===== config.mk =====
export PLATFORM = sky130hd
export DESIGN_NAME = note_seq
export DESIGN_NICKNAME = d
export VERILOG_FILES = /design/src/rtl/note_seq_pkg.sv /design/src/rtl/note_timer.sv /design/src/rtl/note_seq.sv
export SDC_FILE = /design/constraint.sdc
export NUM_CORES = 1
export LEC_CHECK = 0
export ABC_AREA = 1
export CAP_MARGIN = 20
export CORE_UTILIZATION = 35
export CTS_CLUSTER_DIAMETER = 40
export DETAILED_ROUTE_END_ITERATION = 8
export GPL_TIMING_DRIVEN = 0
export PLACE_DENSITY_LB_ADDON = 0.15
export SLEW_MARGIN = 40
export SYNTH_ARGS = -nofsm -noshare
export SYNTH_HDL_FRONTEND = slang
export SYNTH_SLANG_ARGS = --single-unit

===== constraint.sdc =====
create_clock -name clk -period 3.45 [get_ports clk]
set_clock_uncertainty 0.1 [all_clocks]
set_input_delay 0.8625 -clock clk [delete_from_list [all_inputs] [get_ports clk]]
set_output_delay 0.8625 -clock clk [all_outputs]
set_load 0.005 [all_outputs]

===== src/rtl/note_seq_pkg.sv =====
// Shared types and constants for the note_seq scale sequencer.
// Holds the FSM state encoding, C-major frequency table and saturation limits.
package note_seq_pkg;

  typedef enum logic [1:0] {
    MANUAL    = 2'd0,
    AUTO_NOTE = 2'd1,
    AUTO_GAP  = 2'd2
  } state_t;

  localparam int         TIMER_W   = 24;
  localparam logic [2:0] IDX_MAX   = 3'd7;
  localparam logic [1:0] TEMPO_MAX = 2'd3;

  // C4..C5 in Hz, indexed by note_idx
  localparam logic [31:0] FREQ_TBL [8] = '{
    32'd262, 32'd294, 32'd330, 32'd349, 32'd392, 32'd440, 32'd494, 32'd523
  };

endpackage


===== src/rtl/note_timer.sv =====
// Interval timer: counts while enabled, pulses done for one cycle at the limit and self-clears.
// done is combinational from the count; clear has priority over counting.
module note_timer
  import note_seq_pkg::*;
(
  input  logic               clk,
  input  logic               reset,
  input  logic               clear,
  input  logic               enable,
  input  logic [TIMER_W-1:0] limit,
  output logic               done
);

  logic [TIMER_W-1:0] count;

  // >= rather than ==: a tempo speed-up can drop the limit below a running count,
  // and that note must end now instead of waiting for the counter to wrap.
  assign done = enable && !clear && (count >= limit);

  always_ff @(posedge clk) begin
    if (reset || clear) begin
      count <= '0;
    end else if (done) begin
      count <= '0;
    end else if (enable) begin
      count <= count + TIMER_W'(1);
    end
  end

endmodule


===== src/rtl/note_seq.sv =====
// Scale sequencer: encoder pulses -> freq/onOff for the tone generator, manual or auto-play.
// Outputs registered, 1 clock after the input pulse. NOTE_SEQ_PINGPONG_EN makes auto-play bounce 0..7..0.
module note_seq
  import note_seq_pkg::*;
#(
  parameter int FCLK     = 50000000,
  parameter int NOTE_CYC = 12500000,
  parameter int GAP_CYC  = 1250000
) (
  input  logic        clk,
  input  logic        reset,
  input  logic        cw,
  input  logic        ccw,
  input  logic        play,
  input  logic        mute,
  output logic [31:0] freq,
  output logic        onOff,
  output logic [2:0]  note_idx,
  output logic        auto_mode
);

  if (FCLK <= 0) begin : g_bad_fclk
    $error("note_seq: FCLK must be positive");
  end
  // Shortest note is NOTE_CYC >> 3, so it must still be at least one clock.
  if (NOTE_CYC < 8 || NOTE_CYC > (1 << TIMER_W)) begin : g_bad_note
    $error("note_seq: NOTE_CYC does not fit the 24-bit timer");
  end
  if (GAP_CYC < 1 || GAP_CYC > (1 << TIMER_W)) begin : g_bad_gap
    $error("note_seq: GAP_CYC does not fit the 24-bit timer");
  end

  localparam logic [TIMER_W-1:0] GAP_LIM = TIMER_W'(GAP_CYC - 1);

  state_t             state;
  logic [1:0]         tempo;
  logic               step_up, step_dn;
  logic               tmr_clear, tmr_en, tmr_done;
  logic [TIMER_W-1:0] note_lim, tmr_limit;
  logic [2:0]         idx_adv, idx_nxt;
`ifdef NOTE_SEQ_PINGPONG_EN
  logic               dir_down, dir_adv;
`endif

  assign step_up   = cw && !ccw;
  assign step_dn   = ccw && !cw;
  assign note_lim  = TIMER_W'((NOTE_CYC >> tempo) - 1);
  assign tmr_limit = (state == AUTO_NOTE) ? note_lim : GAP_LIM;
  assign tmr_en    = (state != MANUAL);
  assign tmr_clear = (state == MANUAL) || play;

  note_timer u_timer (
    .clk    (clk),
    .reset  (reset),
    .clear  (tmr_clear),
    .enable (tmr_en),
    .limit  (tmr_limit),
    .done   (tmr_done)
  );

  always_comb begin
`ifdef NOTE_SEQ_PINGPONG_EN
    dir_adv = dir_down;
    if (!dir_down) begin
      if (note_idx == IDX_MAX) begin
        idx_adv = IDX_MAX - 3'd1;
        dir_adv = 1'b1;
      end else begin
        idx_adv = note_idx + 3'd1;
      end
    end else if (note_idx == 3'd0) begin
      idx_adv = 3'd1;
      dir_adv = 1'b0;
    end else begin
      idx_adv = note_idx - 3'd1;
    end
`else
    idx_adv = note_idx + 3'd1;
`endif
  end

  // play outranks both encoder steps and gap expiry.
  always_comb begin
    idx_nxt = note_idx;
    if (!play) begin
      case (state)
        MANUAL: begin
          if (step_up && note_idx != IDX_MAX)
            idx_nxt = note_idx + 3'd1;
          else if (step_dn && note_idx != 3'd0)
            idx_nxt = note_idx - 3'd1;
        end
        AUTO_GAP: begin
          if (tmr_done)
            idx_nxt = idx_adv;
        end
        default: ;
      endcase
    end
  end

  always_ff @(posedge clk) begin
    if (reset) begin
      state     <= MANUAL;
      note_idx  <= 3'd0;
      freq      <= FREQ_TBL[0];
      onOff     <= 1'b0;
      auto_mode <= 1'b0;
      tempo     <= 2'd0;
`ifdef NOTE_SEQ_PINGPONG_EN
      dir_down  <= 1'b0;
`endif
    end else begin
      note_idx <= idx_nxt;
      freq     <= FREQ_TBL[idx_nxt];

      if (state != MANUAL && !play) begin
        if (step_up && tempo != TEMPO_MAX)
          tempo <= tempo + 2'd1;
        else if (step_dn && tempo != 2'd0)
          tempo <= tempo - 2'd1;
      end

      case (state)
        MANUAL: begin
          onOff <= ~mute;
          if (play) begin
            state     <= AUTO_NOTE;
            auto_mode <= 1'b1;
`ifdef NOTE_SEQ_PINGPONG_EN
            dir_down  <= 1'b0;
`endif
          end
        end
        AUTO_NOTE: begin
          if (play) begin
            state     <= MANUAL;
            auto_mode <= 1'b0;
            onOff     <= ~mute;
          end else if (tmr_done) begin
            state <= AUTO_GAP;
            onOff <= 1'b0;
          end else begin
            onOff <= ~mute;
          end
        end
        AUTO_GAP: begin
          if (play) begin
            state     <= MANUAL;
            auto_mode <= 1'b0;
            onOff     <= ~mute;
          end else if (tmr_done) begin
            state <= AUTO_NOTE;
            onOff <= ~mute;
`ifdef NOTE_SEQ_PINGPONG_EN
            dir_down <= dir_adv;
`endif
          end else begin
            onOff <= 1'b0;
          end
        end
        default: begin
          state <= MANUAL;
          onOff <= 1'b0;
        end
      endcase
    end
  end

endmodule


==> flow_summary_export.csv <==
group,metric,value,unit
floorplan,starting_utilization_of_the_core_area,36.6,%
setup_path,start_kind,"flop",
floorplan,dieHeight,95.5,µm
clock_network,cts_max_path_buffers,2,
logic_synthesis,syn-mean-instance-area,7.13,µm²
power,cellLeakagePower,1.73,nW
clock_network,clock_sinks,43,
setup_path,r2r_cells,23,
floorplan,placement_rows,33,
finish,fraction_of_final_layout_cells_with_drive_strength_greater_than_1,13.7,%
setup_path,cp_data_arrival_time,3.21,ns
route,drcViolationCount,0,
floorplan,dieWidth,95.5,µm
power,p_sw,0.353,mW
min_path,hold-path-cell-count,2,
route,vias,2574,
place,final_weighted_congestion_in_routability_driven_placement,0.822,
clock_network,cts_made_buffers,5,
clock_network,post_cts_buffers,0,
place,worst_slack_after_detailed_placement,-0.188,ns
route,detail-route-antenna-nets,0,
logic_synthesis,ys_seq_elements,43,
timing,fin_crit,3.10,ns
timing,max_freq,0.322,GHz
setup_path,ff2ff_setup_slack,0.35,ns
place,port_buffers,19,
finish,antennaDiodeCount,0,
logic_synthesis,number_of_synthesized_flops_with_an_enable_pin,0,
power,power_report.internal_total,0.859,mW
grt,largest_net_degree_at_the_start_of_global_routing,14,
clock_network,cts_root_buffer,"sky130_fd_sc_hd__clkbuf_8",
flow_run,drv_cap,0,
route,detail_route.vias_per_cell,4.43,
place,post_dp_cell_area,3460,µm²
run_status,outcome,"completed",
finish,layout.nets,517,
finish,fin_area,3600,µm²
finish,most_used_cells_in_the_layout_excluding_fill_and_tap_cells,"97 x sky130_fd_sc_hd__nand2_1, 55 x sky130_fd_sc_hd__inv_1, 45 x sky130_fd_sc_hd__nor2_1",
timing,unrepaired_setup_endpoints_after_global_routing,"no",
clock_network,insertion_delay,0.30,ns
logic_synthesis,asyncSetResetFlopFracSynth,0,%
setup_path,critical_path.max_fanout,9,
power,power.sequential.fraction,43.5,%
logic_synthesis,synth.cell_area,3060,µm²
power,power_density_over_cell_area,337,nW/µm²
route,drtIter0Drc,74,
grt,grtUsageTotal,14.7,%
place,dp.cells,575,
floorplan,ioPinCount,43,
timing,totalNegativeSetupSlack,0,ns
logic_synthesis,synth_flop_cell,"sky130_fd_sc_hd__dfxtp_1",
setup_path,worst_r2r_endpoint,"freq[5]$_SDFF_PP0_",
place,dp_hpwl,4980,µm
finish,mostFrequentLayoutCell,"sky130_fd_sc_hd__nand2_1",
timing,min_period_over_period,89.9,%
finish,layoutNonFillerInstCount,581,
timing,slew_violations,0,
route,first_pass_iters,5,
power,ir_worst_vdd,0.159,mV
floorplan,die_area,9110,µm²
power,power.share.combinational,21.5,%
floorplan,core-area,8340,µm²
setup_path,critPathCaptureType,"flop",
min_path,worstHoldStart,"auto_mode$_SDFFE_PP0P_",
setup_path,cp.required,3.56,ns
grt,first_pass_grt_wire_length,10300,µm
logic_synthesis,synthesis.yosys.warnings,0,
grt,initial_antenna_violation_count,0,
timing,timing_hold_violations_final,0,
finish,area_growth,17.7,%
route,wirelength,6260,µm
timing,setup_viol,0,
min_path,hold-path-endpoint,"auto_mode$_SDFFE_PP0P_",
setup_path,worstSetupPathType,"flop to flop",
logic_synthesis,netlist_instances,429,
power,clockPowerShare,34.9,%
logic_synthesis,synth_sequential_area_ratio,28.2,%
clock_network,cts_hold_repair.buffers,0,
power,sw_frac_of_total,29.1,%
clock_network,clk_pin_slew_worst_paths,0.09,ns
grt,grt_pass1_vias,2189,
setup_path,crit-reg2reg-launch,"state[1]$_SDFFE_PP0P_",
min_path,holdCritPathClass,"flop to flop",
timing,worst_setup_slack_final,0.349,ns
route,avgRoutedWirePerCell,10.8,µm
clock_network,cts_tree,"done",
clock_network,cts-htree-levels,2,
grt,global_route.overflow_total,0,
logic_synthesis,count_of_distinct_cell_types_in_the_synthesized_netlist,36,
power groups by stage:
stage               combinational (mW)  clock (mW)  sequential (mW)
floorplan                        0.179           0            0.537
global placement                 0.253           0            0.537
detailed placement               0.256           0            0.537
CTS                              0.257       0.436            0.525
global route                     0.299       0.450            0.530
finish                           0.261       0.423            0.527
Yosys cell counts, types with 2 or more instances:
cell                        n  share of area [%]
sky130_fd_sc_hd__a21oi_1   24                3.9
sky130_fd_sc_hd__buf_2      2               0.33
sky130_fd_sc_hd__buf_4     22                5.4
sky130_fd_sc_hd__clkbuf_1   3               0.37
sky130_fd_sc_hd__conb_1     2               0.25
sky130_fd_sc_hd__dfxtp_1   43                 28
sky130_fd_sc_hd__ha_1      36                 15
sky130_fd_sc_hd__inv_1     55                6.8
sky130_fd_sc_hd__inv_2      3               0.37
sky130_fd_sc_hd__nand2_1   99                 12
sky130_fd_sc_hd__nand2_2    6                1.2
sky130_fd_sc_hd__nand3_1   19                3.1
sky130_fd_sc_hd__nand3_4    2                1.1
sky130_fd_sc_hd__nand4_1    3               0.61
sky130_fd_sc_hd__nand4_2    2               0.82
sky130_fd_sc_hd__nor2_1    47                5.8
sky130_fd_sc_hd__nor2_2     2               0.41
sky130_fd_sc_hd__nor2_4     4                1.5
sky130_fd_sc_hd__nor3_1     9                1.5
sky130_fd_sc_hd__nor4_1     5                1.0
sky130_fd_sc_hd__o21ai_0   12                2.0
sky130_fd_sc_hd__or2_2      3               0.61
sky130_fd_sc_hd__xnor2_1    3               0.86
sky130_fd_sc_hd__xor2_1    11                3.2
registers in the layout (all words and copies together), names as in the netlist:
signal / flops
u_timer.count: 24
freq: 10
note_idx: 3
state: 2
tempo: 2
auto_mode: 1
onOff: 1
worst max-delay path, stage by stage, from the launching register on:
cell	delay (ns)
sky130_fd_sc_hd__dfxtp_1	0.35
sky130_fd_sc_hd__inv_1	0.12
sky130_fd_sc_hd__ha_4	0.20
sky130_fd_sc_hd__nand2_2	0.12
sky130_fd_sc_hd__nor2_4	0.14
sky130_fd_sc_hd__inv_1	0.11
sky130_fd_sc_hd__ha_1	0.30
sky130_fd_sc_hd__nand2_1	0.08
sky130_fd_sc_hd__nor2_2	0.14
sky130_fd_sc_hd__nand2_1	0.10
sky130_fd_sc_hd__nor2_1	0.11
sky130_fd_sc_hd__nand2_1	0.07
sky130_fd_sc_hd__nand3_2	0.13
sky130_fd_sc_hd__nand2_2	0.10
sky130_fd_sc_hd__nand2_1	0.08
sky130_fd_sc_hd__nand3_1	0.07
sky130_fd_sc_hd__nand2_1	0.07
sky130_fd_sc_hd__nand2_1	0.06
sky130_fd_sc_hd__nand2_2	0.14
sky130_fd_sc_hd__inv_1	0.06
sky130_fd_sc_hd__ha_1	0.27
sky130_fd_sc_hd__inv_1	0.03
sky130_fd_sc_hd__nand2_1	0.05
sky130_fd_sc_hd__nand2_1	0.04
area by class of cell:
type | count | area (µm²)
Tap cell | 105 | 131
Clock buffer | 6 | 82.6
Inverter | 59 | 229
Clock inverter | 2 | 35.0
Buffer | 26 | 190
Fill cell | 885 | 4740
Sequential cell | 43 | 861
Timing Repair Buffer | 19 | 190
Multi-Input combinational cell | 321 | 1880
how the worst max path moves through the flow:
stage	to	slack, ns	from
2_1_floorplan	freq[5]$_SDFF_PP0_	0.51	state[1]$_SDFFE_PP0P_
3_3_place_gp	freq[5]$_SDFF_PP0_	-0.15	state[1]$_SDFFE_PP0P_
3_5_place_dp	freq[5]$_SDFF_PP0_	-0.19	state[1]$_SDFFE_PP0P_
4_1_cts	freq[5]$_SDFF_PP0_	0.03	state[1]$_SDFFE_PP0P_
5_1_grt	freq[5]$_SDFF_PP0_	0.03	state[1]$_SDFFE_PP0P_
6_report	freq[5]$_SDFF_PP0_	0.35	state[1]$_SDFFE_PP0P_
what timing repair did:
action / in CTS / in global routing
endpoints found under the setup margin: 26 / 30
cloned: 0 / 0
endpoints found under the hold margin: 0 / 0
resized for setup: 1 / 6
through the flow:
stage	power (mW)	hold WS, ns	utilization (%)
global placement	0.790	0.370	41.5
detailed placement	0.792	0.378	41.5
floorplan	0.716	0.357	-
finish	1.21	0.389	43.1
CTS	1.22	0.392	42.9
global route	1.28	0.411	43.1
layer usage:
layer	global-route usage [%]	routed length (µm)	up-vias
met1	20.5	3230	1119
li1	-	-	1414
met4	3.36	42	0
met3	2.55	221	4
met5	0	0	-
met2	23.5	2760	37
cells by family (layout without fill, tap and decap cells):
logic type	Yosys count	count (layout)	synth area share, %
AND/OR/NAND/NOR	207	207	32.1
buffers and inverters	87	112	14.0
flip-flops	43	43	28.2
AO/OA/AOI/OAI	40	40	6.80
adder cells (fa/ha/maj)	36	36	14.7
XOR/XNOR	14	14	4.01
other	2	24	0.246
Note: power is estimated with default switching activity, not from simulation.
